$ cat config.mk
export PLATFORM = sky130hd
export DESIGN_NAME = alu_exec_unit_flat
export DESIGN_NICKNAME = d
export VERILOG_FILES = /design/src/rtl/alu_exec_pkg.sv /design/src/rtl/alu_exec_unit_if.sv /design/src/rtl/alu_exec_unit_seq_multiplier.sv /design/src/rtl/alu_exec_unit.sv /design/src/flat_wrapper.sv
export SDC_FILE = /design/constraint.sdc
export NUM_CORES = 1
export LEC_CHECK = 0
export ABC_AREA = 1
export BUFFER_PORTS_ARGS = -buffer_cell sky130_fd_sc_hd__buf_2
export CELL_PAD_IN_SITES_DETAIL_PLACEMENT = 1
export CELL_PAD_IN_SITES_GLOBAL_PLACEMENT = 2
export CORE_UTILIZATION = 37
export CTS_CLUSTER_SIZE = 30
export DETAILED_ROUTE_END_ITERATION = 10
export GPL_TIMING_DRIVEN = 0
export PLACE_DENSITY = 0.94
export RECOVER_POWER = 100
export SYNTH_ARGS = -nofsm -noshare
export SYNTH_HDL_FRONTEND = slang
export SYNTH_SLANG_ARGS = --single-unit
$ cat constraint.sdc
create_clock -name clk -period 7.4 [get_ports clk]
set_input_delay 1.11 -clock clk [delete_from_list [all_inputs] [get_ports clk]]
set_output_delay 1.11 -clock clk [all_outputs]
set_load 0.01 [all_outputs]
$ cat src/rtl/alu_exec_pkg.sv
// Shared opcode, state and sizing definitions for the execute-stage ALU.
package alu_exec_pkg;

  localparam logic [2:0] OP_AND = 3'b000;
  localparam logic [2:0] OP_OR  = 3'b001;
  localparam logic [2:0] OP_ADD = 3'b010;
  localparam logic [2:0] OP_SUB = 3'b110;
  localparam logic [2:0] OP_SLT = 3'b111;
  localparam logic [2:0] OP_MUL = 3'b011;

  typedef enum logic [1:0] {
    ST_IDLE = 2'd0,
    ST_MUL  = 2'd1,
    ST_DONE = 2'd2
  } alu_state_t;

  function automatic int cnt_width(input int width);
    return (width > 1) ? $clog2(width) : 1;
  endfunction

endpackage

$ cat src/rtl/alu_exec_unit_if.sv
// Start/busy/done request bus between the pipeline controller and the execute ALU.
interface alu_exec_unit_if #(parameter int WIDTH = 32);
  logic             start;
  logic [2:0]       alu_operation;
  logic [WIDTH-1:0] a;
  logic [WIDTH-1:0] b;
  logic [WIDTH-1:0] result;
  logic             zero;
  logic             busy;
  logic             done;

  modport master (output start, alu_operation, a, b,
                  input  result, zero, busy, done);
  modport slave  (input  start, alu_operation, a, b,
                  output result, zero, busy, done);
endinterface

$ cat src/rtl/alu_exec_unit_seq_multiplier.sv
// Shift-add multiplier datapath: one partial-product add per step, low WIDTH bits only.
// ALU_EXEC_EARLY_TERM_EN ends the sequence once the remaining multiplier bits are all zero.
module seq_multiplier
  import alu_exec_pkg::*;
#(
  parameter int WIDTH = 32
) (
  input  logic             clk,
  input  logic             rst,
  input  logic             load,
  input  logic [WIDTH-1:0] a,
  input  logic [WIDTH-1:0] b,
  input  logic             step,
  output logic [WIDTH-1:0] product,
  output logic             last
);
  localparam int CW = cnt_width(WIDTH);
  localparam logic [CW-1:0] LAST_CNT = CW'(WIDTH - 1);

  logic [WIDTH-1:0] mcand_q, mplier_q, acc_q, addend;
  logic [CW-1:0]    count_q;

  assign addend  = mplier_q[0] ? mcand_q : '0;
  // product already includes this step's add so completion needs no extra cycle
  assign product = acc_q + addend;

`ifdef ALU_EXEC_EARLY_TERM_EN
  assign last = (mplier_q[WIDTH-1:1] == '0) || (count_q == LAST_CNT);
`else
  assign last = (count_q == LAST_CNT);
`endif

  always_ff @(posedge clk or posedge rst) begin
    if (rst) begin
      mcand_q  <= '0;
      mplier_q <= '0;
      acc_q    <= '0;
      count_q  <= '0;
    end else if (load) begin
      mcand_q  <= a;
      mplier_q <= b;
      acc_q    <= '0;
      count_q  <= '0;
    end else if (step) begin
      acc_q    <= product;
      mcand_q  <= mcand_q << 1;
      mplier_q <= mplier_q >> 1;
      count_q  <= count_q + CW'(1);
    end
  end
endmodule

$ cat src/rtl/alu_exec_unit.sv
// Execute-stage ALU: single-cycle logic/arith ops plus a multi-cycle MUL behind start/busy/done.
// Optional macro ALU_EXEC_EARLY_TERM_EN (in seq_multiplier) shortens MUL latency.
//   state   | meaning
//   ST_IDLE | waiting for start
//   ST_MUL  | shift-add multiply in progress, busy=1
//   ST_DONE | new result valid, done=1; start here is accepted back-to-back
module alu_exec_unit
  import alu_exec_pkg::*;
#(
  parameter int WIDTH = 32
) (
  input  logic           clk,
  input  logic           rst,
  alu_exec_unit_if.slave bus
);
  alu_state_t       state_q, state_d;
  logic [WIDTH-1:0] result_q, res_d, alu_value, mul_product;
  logic             zero_q, res_we, mul_load, mul_step, mul_last;

  seq_multiplier #(.WIDTH(WIDTH)) u_mul (
    .clk     (clk),
    .rst     (rst),
    .load    (mul_load),
    .a       (bus.a),
    .b       (bus.b),
    .step    (mul_step),
    .product (mul_product),
    .last    (mul_last)
  );

  always_comb begin
    alu_value = '0;
    case (bus.alu_operation)
      OP_AND:  alu_value = bus.a & bus.b;
      OP_OR:   alu_value = bus.a | bus.b;
      OP_ADD:  alu_value = bus.a + bus.b;
      OP_SUB:  alu_value = bus.a - bus.b;
      OP_SLT:  alu_value = {{(WIDTH-1){1'b0}}, ($signed(bus.a) < $signed(bus.b))};
      default: alu_value = '0;
    endcase
  end

  always_comb begin
    state_d  = state_q;
    res_we   = 1'b0;
    res_d    = alu_value;
    mul_load = 1'b0;
    mul_step = 1'b0;
    case (state_q)
      ST_IDLE, ST_DONE: begin
        if (bus.start) begin
          if (bus.alu_operation == OP_MUL) begin
            mul_load = 1'b1;
            state_d  = ST_MUL;
          end else begin
            res_we  = 1'b1;
            state_d = ST_DONE;
          end
        end else begin
          state_d = ST_IDLE;
        end
      end
      ST_MUL: begin
        mul_step = 1'b1;
        if (mul_last) begin
          res_we  = 1'b1;
          res_d   = mul_product;
          state_d = ST_DONE;
        end
      end
      default: state_d = ST_IDLE;
    endcase
  end

  always_ff @(posedge clk or posedge rst) begin
    if (rst) begin
      state_q  <= ST_IDLE;
      result_q <= '0;
      zero_q   <= 1'b0;
    end else begin
      state_q <= state_d;
      if (res_we) begin
        result_q <= res_d;
        zero_q   <= (res_d == '0);
      end
    end
  end

  assign bus.result = result_q;
  assign bus.zero   = zero_q;
  assign bus.busy   = (state_q == ST_MUL);
  assign bus.done   = (state_q == ST_DONE);
endmodule
$ cat src/flat_wrapper.sv
// flat-port wrapper written by rule: the top's interface ports become plain ports
module alu_exec_unit_flat import alu_exec_pkg::*;
#(
  parameter int WIDTH = 32
)
  (clk, rst, bus_start, bus_alu_operation, bus_a, bus_b, bus_result, bus_zero, bus_busy, bus_done);
  alu_exec_unit_if #(.WIDTH(WIDTH)) bus_i ();
  input  logic clk;
  input  logic rst;
  input wire logic [$bits(bus_i.start)-1:0] bus_start;
  input wire logic [$bits(bus_i.alu_operation)-1:0] bus_alu_operation;
  input wire logic [$bits(bus_i.a)-1:0] bus_a;
  input wire logic [$bits(bus_i.b)-1:0] bus_b;
  output wire logic [$bits(bus_i.result)-1:0] bus_result;
  output wire logic [$bits(bus_i.zero)-1:0] bus_zero;
  output wire logic [$bits(bus_i.busy)-1:0] bus_busy;
  output wire logic [$bits(bus_i.done)-1:0] bus_done;
  assign bus_i.start = bus_start;
  assign bus_i.alu_operation = bus_alu_operation;
  assign bus_i.a = bus_a;
  assign bus_i.b = bus_b;
  assign bus_result = bus_i.result;
  assign bus_zero = bus_i.zero;
  assign bus_busy = bus_i.busy;
  assign bus_done = bus_i.done;
  alu_exec_unit #(.WIDTH(WIDTH)) u_core (.clk(clk), .rst(rst), .bus(bus_i));
endmodule
==> results of run 1 <==
metal layers:
layer  wire length, um  up-vias  share of wire [%]
met3              2519      107                3.9
met2             31090      375                 48
li1                  -     7833                  -
met5                 0        -                  0
met1             27680     7959                 43
met4              2873        0                4.5
registers in the layout, summed over array words and instances (netlist names):
name / count
u_core.bus.result: 32
u_core.u_mul.acc_q: 32
u_core.u_mul.mcand_q: 32
u_core.u_mul.mplier_q: 32
u_core.u_mul.count_q: 5
u_core.state_q: 2
u_core.bus.zero: 1
layout make-up:
class | instances | area [um^2] | area share [%]
plain buffers | 81 | 426.7 | 2.586
clock buffers | 20 | 456.7 | 2.768
clock inverters | 12 | 188.9 | 1.145
inverters | 438 | 1645 | 9.973
multi-input cells | 1722 | 9224 | 55.91
flip-flops and latches | 136 | 3403 | 20.63
well taps | 518 | 648.1 | 3.928
repair buffers | 105 | 505.5 | 3.064
worst max path at each step:
stage	start	endpoint	slack [ns]
6_report	u_core.u_mul.mplier_q[0]	u_core.bus.zero	3.00
5_1_grt	u_core.u_mul.mplier_q[0]	u_core.bus.zero	2.74
4_1_cts	u_core.u_mul.mplier_q[0]	u_core.bus.zero	3.29
3_5_place_dp	bus_a[10]	u_core.bus.zero	3.18
3_3_place_gp	rst	u_core.u_mul.mplier_q[29]	0.79
2_1_floorplan	rst	u_core.bus.result[0]	2.65
power groups by stage:
stage          logic [mW]  registers, mW  clock network, mW
2_1_floorplan        1.13           1.12                  0
3_3_place_gp         1.59           1.14                  0
3_5_place_dp         1.65           1.15                  0
4_1_cts              1.66           1.14              0.979
5_1_grt              1.86           1.17               1.00
6_report             1.67           1.14              0.966
Yosys cell counts (14+ instances only):
library cell  instances
a21oi_1              89
a31oi_1              21
a32o_1               17
buf_2                19
clkbuf_1             36
dfrtp_1             136
ha_1                133
inv_1               423
inv_2                14
nand2_1             729
nand2_2              19
nand3_1             215
nand3b_1             16
nand4_1              37
nor2_1              171
nor2_2               21
nor3_1               19
o211ai_1             59
o21ai_0              62
o22ai_1              31
critical path, cell delays in order, from the launching register on:
cell,delay (ns)
dfrtp_1,0.32
clkbuf_1,0.40
clkbuf_1,0.54
nand2_1,0.10
inv_1,0.09
ha_1,0.21
fa_1,0.26
nand3_1,0.09
nand2_1,0.18
a21oi_1,0.16
o21ai_0,0.54
nand3_1,0.31
nand2_1,0.14
nand2_1,0.08
nand3_1,0.10
nand2_1,0.07
nor2_1,0.12
nand2_1,0.08
nor2_1,0.32
nand4_1,0.14
nand2_1,0.08
per-stage QoR:
stage / instances / setup slack [ns]
floorplan: 2377 / 2.651
global placement: 2999 / 0.7941
detailed placement: 3000 / 3.180
CTS: 3032 / 3.292
global route: 3032 / 2.738
finish: 3032 / 2.995
cell families (layout without fill, tap and decap cells):
logic type,after synthesis,in the layout,synth area share (%)
XOR/XNOR,12,12,0.7142
AND/OR/NAND/NOR,1252,1252,36.53
flip-flops,136,136,23.13
adder cells (fa/ha/maj),136,136,11.72
AO/OA/AOI/OAI,322,322,13.83
buffers and inverters,519,656,14.09
==> out/summary.txt, run 1 <==
status -> finished with violations
failing checks -> max-capacitance violations, max-slew violations
Synth top area share -> 23.13%
Pleak -> 9.059 nW
Via density -> 5.367
# H-tree levels -> 4
worst hold slack -> 0.4781 ns
starting density of the core -> 37.81%
Pwr Total -> 3.780 mW
Area contributors post-synth -> dfrtp_1 23%, nand2_1 19%, ha_1 11%
Mapped Area -> 14720 um^2
Tcrit/Tclk final -> 59.52%
Crit Path Class -> flip-flop to flip-flop
area of the die -> 40570 um^2
GR Util met1 -> 39.13%
Slew Viols, Final -> 70
R2R Path End -> u_core.bus.zero
ANT cells -> 0
HP Start -> u_core.bus.zero
Worst slew margin -> -128.0%
reg2reg path depth -> 20
Post-DP HPWL -> 54320 um
Finished Cell Area -> 16500 um^2
most common cell after layout, fill and taps aside -> nand2_1
CTS Buf Count -> 17
largest net degree at the start of global routing -> 71
Finished Core Util -> 42.39%
total track usage -> 31.93%
Net count, final -> 2707
CP max FO -> 10
Worst R2R Setup Slack -> 3.00 ns
Combinational Power Share -> 44.2%
worst-case clock buffer depth -> 2
number of global-route vias before repair -> 16820
IO Port Bufs -> 104
cell taking the most area after synthesis -> dfrtp_1
clock share of power -> 25.6%
Post-route DRC -> 0
Area growth syn-to-layout -> 12.12%
Max IR drop VDD -> 162.4 uV
Pre-antenna DRT Iters -> 5
Synthesized Nets -> 2583
Cells after Synth -> 2377
Die Y-Extent -> 201.4 um
drt wl/cell -> 21.16 um
Clock transition at path regs -> 0.07 ns
Final Hold Fails -> 0
crit path launch type -> flip-flop
FP Rows -> 72
number of distinct library cells after synthesis -> 45
Worst EP required -> 7.80 ns
ys async rst share -> 100.0%
clk_lat worst skew -> 0.46 ns
critical path capture point type -> flip-flop
Routed Antenna Nets -> 0
NetSw -> 1.663 mW
synthesized area per cell -> 6.191 um^2
clock tree sinks -> 136
final setup fails -> 0
routing usage on met3 -> 3.304%
Worst Max-Slew Pin Slew -> 3.402 ns
post-cts sizing count -> 0
grt ovf -> 0
Starting DRT DRC Count -> 868
CTS tree -> yes
GRT met2 Usage -> 55.71%
Sequential Power Share -> 30.3%
final worst path period need -> 4.405 ns
# IOs -> 105
skew final -> 0.01081 ns
depth of the worst hold-timing path -> 2
#FFs+latches synth -> 136
share of cells above drive strength 1 -> 8.473%
min-delay worst type -> flip-flop to flip-flop
initial antenna violation count -> 0
hold buffer count at CTS -> 0
EDFF count, synth -> 0
P_int -> 2.117 mW
achievable frequency -> 227.0 MHz
gr busiest metal -> met2
CTS root buf -> clkbuf_16
FILL cells -> 5362
Post-synth top flop -> dfrtp_1
setup TNS -> 0 ns
CORE AREA -> 38920 um^2
RSZ-0062 raised after global routing -> no
routability cong. -> 0.9944
worst path arrival time -> 4.80 ns
hold path endpoint -> u_core.bus.zero
Sw Share -> 44.00%
commonest cells after routing, fill and taps aside -> 731 x nand2_1, 424 x inv_1, 215 x nand3_1
area post-placement -> 15920 um^2
global-route wire length before repair -> 97470 um
Yosys warning total -> 0
number of max-cap violations -> 1
Die W -> 201.4 um
sequential area share after synthesis -> 23.13%
RR Startpoint -> u_core.u_mul.mplier_q[0]
Post-CTS Setup Bufs -> 0
Via Count -> 16270
PwrDens -> 229.1 nW/um^2
final wirelength -> 64170 um
(Power assumes the default switching activity.)
==> run 2: changes to the inputs <==
- ABC_AREA: 1 -> 0
- PLACE_DENSITY: 0.94 -> 0.87
- clock period: 7.4 -> 4.6 ns (I/O delays scaled with it)
==> out/summary.txt, run 2 <==
Pre-antenna DRT Iters -> 7
main combinational cell family by area after synthesis -> compound AO/OA/AOI/OAI gates
initial antenna violation count -> 1
NetSw -> 2.744 mW
worst hold slack -> 0.4800 ns
total track usage -> 30.12%
Sequential Power Share -> 31.7%
Net count, final -> 1989
Pleak -> 6.818 nW
Post-DP HPWL -> 42430 um
commonest cells after routing, fill and taps aside -> 252 x nand2_1, 135 x dfrtp_1, 133 x ha_1
ANT cells -> 0
Cells after Synth -> 1659
Worst R2R Setup Slack -> 0.09 ns
starting density of the core -> 37.48%
synthesized area per cell -> 7.784 um^2
Tcrit/Tclk final -> 97.98%
number of max-cap violations -> 1
Post-Synth Simple-Gate Area -> 18.80%
failing checks -> max-capacitance violations, max-slew violations
Pwr Total -> 6.111 mW
FILL cells -> 4279
reg2reg path depth -> 14
Crit Path Class -> flip-flop to flip-flop
Area growth syn-to-layout -> 13.57%
Post-synth top flop -> dfrtp_1
cell taking the most area after synthesis -> dfrtp_1
crit path cell chain -> ha_1, and3_1, ha_1, and2_1, clkbuf_1, nor2_1, o21ai_0, o21ai_0, a32o_1, or4b_1, nor4_4, nand4_1, or3_1, o41ai_2
Via Count -> 13270
CTS Buf Count -> 17
sequential area share after synthesis -> 26.35%
CTS root buf -> clkbuf_16
P_int -> 3.367 mW
Critical Path Sink -> u_core.bus.zero
Worst EP required -> 4.94 ns
Synthesized Nets -> 1865
worst-case clock buffer depth -> 2
# IOs -> 105
number of global-route vias before repair -> 13620
count leader, synth -> nand2_1
clock tree sinks -> 136
IO Port Bufs -> 103
Critical Path Max Stage Delay -> 0.67 ns
clock share of power -> 23.1%
CP delay by family, top -> simple AND/OR/NAND/NOR gates
RR Startpoint -> u_core.u_mul.count_q[1]
Max IR drop VDD -> 201.1 uV
PwrDens -> 416.7 nW/um^2
Via density -> 5.893
Sw Share -> 44.90%
skew final -> 0.01296 ns
Die Y-Extent -> 188.8 um
Slew Viols, Final -> 61
Post-route DRC -> 0
R2R Path End -> u_core.bus.zero
CTS tree -> yes
share of cells above drive strength 1 -> 10.19%
Worst Max-Slew Pin Slew -> 2.856 ns
Mapped Area -> 12910 um^2
Synth top area share -> 26.35%
Clock transition at path regs -> 0.07 ns
Worst slew margin -> -91.42%
final setup fails -> 0
routability cong. -> 0.9197
Starting DRT DRC Count -> 1088
grt ovf -> 0
CP max FO -> 10
global-route wire length before repair -> 81670 um
final wirelength -> 53550 um
EDFF count, synth -> 0
Area contributors post-synth -> dfrtp_1 26%, ha_1 13%, nand2_1 7.4%
Synth Area in Compound Gates -> 25.90%
Crit path depth -> 14
worst path bufs/invs -> 1
final worst path period need -> 4.507 ns
area of the die -> 35650 um^2
Die W -> 188.8 um
number of distinct library cells after synthesis -> 87
#FFs+latches synth -> 136
FP Rows -> 68
worst path arrival time -> 4.85 ns
drt wl/cell -> 23.79 um
# H-tree levels -> 4
crit path launch type -> flip-flop
largest net degree at the start of global routing -> 77
Post-Synth Adder-Cell Area -> 13.35%
commonest cells in the netlist -> 253 x nand2_1, 136 x dfrtp_1, 133 x ha_1
CORE AREA -> 34460 um^2
critical path capture point type -> flip-flop
achievable frequency -> 221.9 MHz
Yosys warning total -> 0
Final Hold Fails -> 0
RSZ-0062 raised after global routing -> no
mux cell area share after synthesis -> 4.767%
ys async rst share -> 100.0%
status -> finished with violations
Routed Antenna Nets -> 0
most common cell after layout, fill and taps aside -> nand2_1
Synth Area in XOR/XNOR -> 3.866%
CP max-delay cell -> clkbuf_1
CP startpoint -> u_core.u_mul.count_q[1]
min-delay worst type -> flip-flop to flip-flop
Combinational Power Share -> 45.3%
clk_lat worst skew -> 0.45 ns
run 2: cell types whose count changed in the layout (fill, tap and decap cells not counted), sizes merged, moves of 36 or more:
cell / change
a21oi: +36
a22oi: +43
inv: -305
mux2i: +57
nand2: -494
nand3: -210
nor2: -68
o211ai: -44
o21ai: +52
xnor2: +36
run 2: worst reg2reg max path, delay by kind of cell (launching register included):
| kind | cells | cell delay (ns) |
|---|---|---|
| AND/OR/NAND/NOR | 7 | 2.21 |
| AO/OA/AOI/OAI | 4 | 0.74 |
| buffers and inverters | 1 | 0.67 |
| flip-flops | 1 | 0.40 |
| adder cells (fa/ha/maj) | 2 | 0.40 |
run 2: timing repair:
action	CTS	global route
hold buffers	0	0
gates cloned	0	0
gates resized for setup	8	17
pin swaps	1	3
setup endpoints to repair	1	2
setup buffers	1	1
run 2: worst min-delay path by stage:
stage,startpoint,to,slack [ns],cells after the start
floorplan,u_core.u_mul.mcand_q[31],u_core.u_mul.mcand_q[31],0.45,2
global placement,u_core.u_mul.mplier_q[30],u_core.u_mul.mplier_q[30],0.46,2
detailed placement,u_core.u_mul.mplier_q[4],u_core.u_mul.mplier_q[4],0.47,2
CTS,rst,u_core.u_mul.mcand_q[4],0.33,2
global route,u_core.u_mul.mplier_q[3],u_core.u_mul.mplier_q[3],0.51,2
finish,u_core.u_mul.mplier_q[4],u_core.u_mul.mplier_q[4],0.48,2
run 2: metal layers:
| metal | routed length, um | GRT usage [%] | vias up |
|---|---|---|---|
| li1 | - | - | 6111 |
| met1 | 24390 | 40.86 | 6672 |
| met2 | 24550 | 48.47 | 392 |
| met3 | 3017 | 4.954 | 91 |
| met4 | 1591 | 9.957 | 0 |
| met5 | 0 | 0 | - |
run 2: cell families (layout without fill, tap and decap cells):
family	after synthesis	count (layout)
buffers and inverters	224	361
AO/OA/AOI/OAI	505	505
multiplexers	61	61
AND/OR/NAND/NOR	540	540
adder cells (fa/ha/maj)	136	136
XOR/XNOR	57	57
flip-flops	136	136
run 2: through the flow:
step | instances | instance area, um^2 | utilization [%] | TNS (ns) | worst slack (ns)
6_report | 2251 | 14670 | 42.56 | 0 | 0.09290
5_1_grt | 2251 | 14670 | 42.56 | 0 | 0.008187
4_1_cts | 2251 | 14650 | 42.51 | 0 | 0.01147
3_5_place_dp | 2218 | 14030 | 40.72 | -0.4378 | -0.4378
3_3_place_gp | 2217 | 14000 | 40.62 | -226.37 | -1.682
2_1_floorplan | 1659 | 12910 | - | 0 | 0.2705
run 2: final cells by class:
cell class / count / area [um^2] / share of cell area (%)
multi-input combinational: 1299 / 8706 / 59.36
sequential: 136 / 3405 / 23.21
tap: 455 / 569.3 / 3.882
timing repair buffer: 106 / 514.2 / 3.506
inverter: 132 / 496.7 / 3.387
clock buffer: 20 / 456.7 / 3.114
buffer: 91 / 402.9 / 2.747
clock inverter: 12 / 116.4 / 0.7934
run 2: power groups by stage:
stage | clock (mW) | sequential (mW) | combinational [mW]
2_1_floorplan | 0 | 1.86 | 1.76
3_3_place_gp | 0 | 1.92 | 2.56
3_5_place_dp | 0 | 1.94 | 2.63
4_1_cts | 1.42 | 1.93 | 2.68
5_1_grt | 1.46 | 1.98 | 3.01
6_report | 1.41 | 1.94 | 2.77
==> run 3: changes to the inputs <==
- CORE_UTILIZATION: 37 -> 40
- PLACE_DENSITY: 0.87 -> 0.93
- clock period: 4.6 -> 5.5 ns (I/O delays scaled with it)
==> out/summary.txt, run 3 (synthesis results as in run 2) <==
total track usage -> 32.35%
worst path bufs/invs -> 1
ANT cells -> 0
drt wl/cell -> 24.13 um
Via Count -> 13340
PwrDens -> 351.9 nW/um^2
Cells after DPL -> 2165
Final Hold Fails -> 0
Routed Antenna Nets -> 0
Clock transition at path regs -> 0.07 ns
Pleak -> 6.781 nW
post-cts sizing count -> 0
crit path cell chain -> clkbuf_1, ha_1, fa_1, a211oi_1, o21ai_0, a22o_1, o31ai_1, xnor2_1, o21ai_0, a21oi_1, o21ai_0, nor4_1, nand4_1, or3_1, o41ai_2
CTS root buf -> clkbuf_16
commonest cells after routing, fill and taps aside -> 253 x nand2_1, 136 x dfrtp_1, 133 x ha_1
Worst EP required -> 5.84 ns
Starting DRT DRC Count -> 1048
routability cong. -> 0.9441
Net count, final -> 1988
final worst path period need -> 5.130 ns
most common cell after layout, fill and taps aside -> nand2_1
CTS Buf Count -> 17
CTS tree -> yes
RSZ-0062 raised after global routing -> no
Post-route DRC -> 0
Die W -> 181.7 um
failing checks -> max-capacitance violations, max-slew violations
achievable frequency -> 194.9 MHz
largest net degree at the start of global routing -> 78
setup TNS -> 0 ns
area of the die -> 33010 um^2
Worst slew margin -> -83.00%
CORE AREA -> 31640 um^2
Pwr Total -> 5.086 mW
Slew Viols, Final -> 139
number of global-route vias before repair -> 13590
final setup fails -> 0
Tcrit/Tclk final -> 93.27%
CP delay by family, top -> compound AO/OA/AOI/OAI gates
Worst Max-Slew Pin Slew -> 2.730 ns
Via density -> 6.071
# IOs -> 105
CP max FO -> 4
Max IR drop VDD -> 166.7 uV
Crit Path Class -> primary input to flip-flop
initial antenna violation count -> 3
skew final -> 0.01193 ns
FILL cells -> 3980
critical path capture point type -> flip-flop
Final Non-Filler Cells -> 2197
status -> finished with violations
global-route wire length before repair -> 80380 um
starting density of the core -> 40.82%
hold buffer count at CTS -> 0
min-delay worst type -> flip-flop to flip-flop
clock tree sinks -> 136
crit path launch type -> primary input
Top cell by count, worst path -> o21ai_0
CP max-delay cell -> o31ai_1
Post-DP HPWL -> 42340 um
FP Rows -> 65
Pre-antenna DRT Iters -> 5
Area growth syn-to-layout -> 11.91%
share of cells above drive strength 1 -> 8.579%
# H-tree levels -> 4
Die Y-Extent -> 181.7 um
final wirelength -> 53010 um
clk_lat worst skew -> 0.44 ns
Critical Path Max Stage Delay -> 0.61 ns
Post-CTS Setup Bufs -> 0
number of max-cap violations -> 2
IO Port Bufs -> 103
grt ovf -> 0
worst path arrival time -> 5.47 ns
worst-case clock buffer depth -> 2
-- run 3: cell types whose count changed in the layout (fill, tap and decap cells not counted), sizes merged --
| cell | before | now |
|---|---|---|
| clkbuf | 112 | 117 |
| inv | 135 | 133 |
| clkinvlp | 3 | 2 |
| clkinv | 5 | 8 |
| bufinv | 1 | 2 |
| buf | 105 | 98 |
-- run 3: worst reg2reg max path, cell delays in order (launching register included) --
cell      delay (ns)
dfrtp_1         0.46
clkbuf_1        0.28
and2_0          0.23
ha_1            0.23
fa_1            0.47
a21o_1          0.20
nand4_1         0.16
nand2_1         0.15
a21o_1          0.21
a21oi_1         0.16
xor2_1          0.37
a41oi_1         0.23
or4b_1          0.57
nor4_1          0.46
nand4_1         0.14
or3_1           0.40
o41ai_2         0.22
-- run 3: where the power goes --
part	internal, mW	switching [mW]	total [mW]	leakage [nW]
Sequential	1.35	0.270	1.62	1.74
Combinational	0.770	1.48	2.25	4.75
Clock	0.696	0.517	1.21	0.294
Total	2.82	2.27	5.09	6.78
-- run 3: final timing paths --
check / from / end / slack, ns / cells after the start
hold / removal: u_core.u_mul.mplier_q[25] / u_core.u_mul.mplier_q[25] / 0.48 / 2
setup / recovery: bus_b[0] / u_core.bus.zero / 0.37 / 15
hold reg to reg: u_core.u_mul.mplier_q[25] / u_core.u_mul.mplier_q[25] / 0.48 / 2
setup reg to reg: u_core.u_mul.mplier_q[0] / u_core.bus.zero / 0.45 / 16
max in group asynchronous: rst / u_core.u_mul.mplier_q[22] / 1.44 / 3
min in group asynchronous: rst / u_core.u_mul.acc_q[4] / 1.12 / 2
-- run 3: stage by stage --
step | hold slack [ns] | area (um^2) | util (%) | worst slack (ns)
4_1_cts | 0.4622 | 14560 | 46.03 | 0.4905
3_3_place_gp | 0.4602 | 13930 | 44.04 | -0.8009
2_1_floorplan | 0.4463 | 12910 | - | 1.036
5_1_grt | 0.5001 | 14450 | 45.68 | 0.1442
3_5_place_dp | 0.4647 | 13960 | 44.14 | 0.3467
6_report | 0.4801 | 14450 | 45.68 | 0.3704
-- run 3: metal layers --
layer	track usage, %	part of all wire, %	wire, um	vias up
li1	-	-	-	6111
met3	4.212	5.9	3112	100
met1	43.61	45	23960	6686
met5	0	0	0	-
met4	12.44	3.5	1846	0
met2	52.57	45	24090	440
-- run 3: layout make-up --
| cell class | count | area, um^2 | area share, % |
|---|---|---|---|
| multi-input cells | 1299 | 8577 | 59.35 |
| flip-flops and latches | 136 | 3403 | 23.55 |
| well taps | 402 | 503.0 | 3.481 |
| inverters | 132 | 496.7 | 3.437 |
| repair buffers | 104 | 474.2 | 3.281 |
| clock buffers | 19 | 452.9 | 3.134 |
| plain buffers | 92 | 400.4 | 2.771 |
| clock inverters | 13 | 143.9 | 0.9957 |
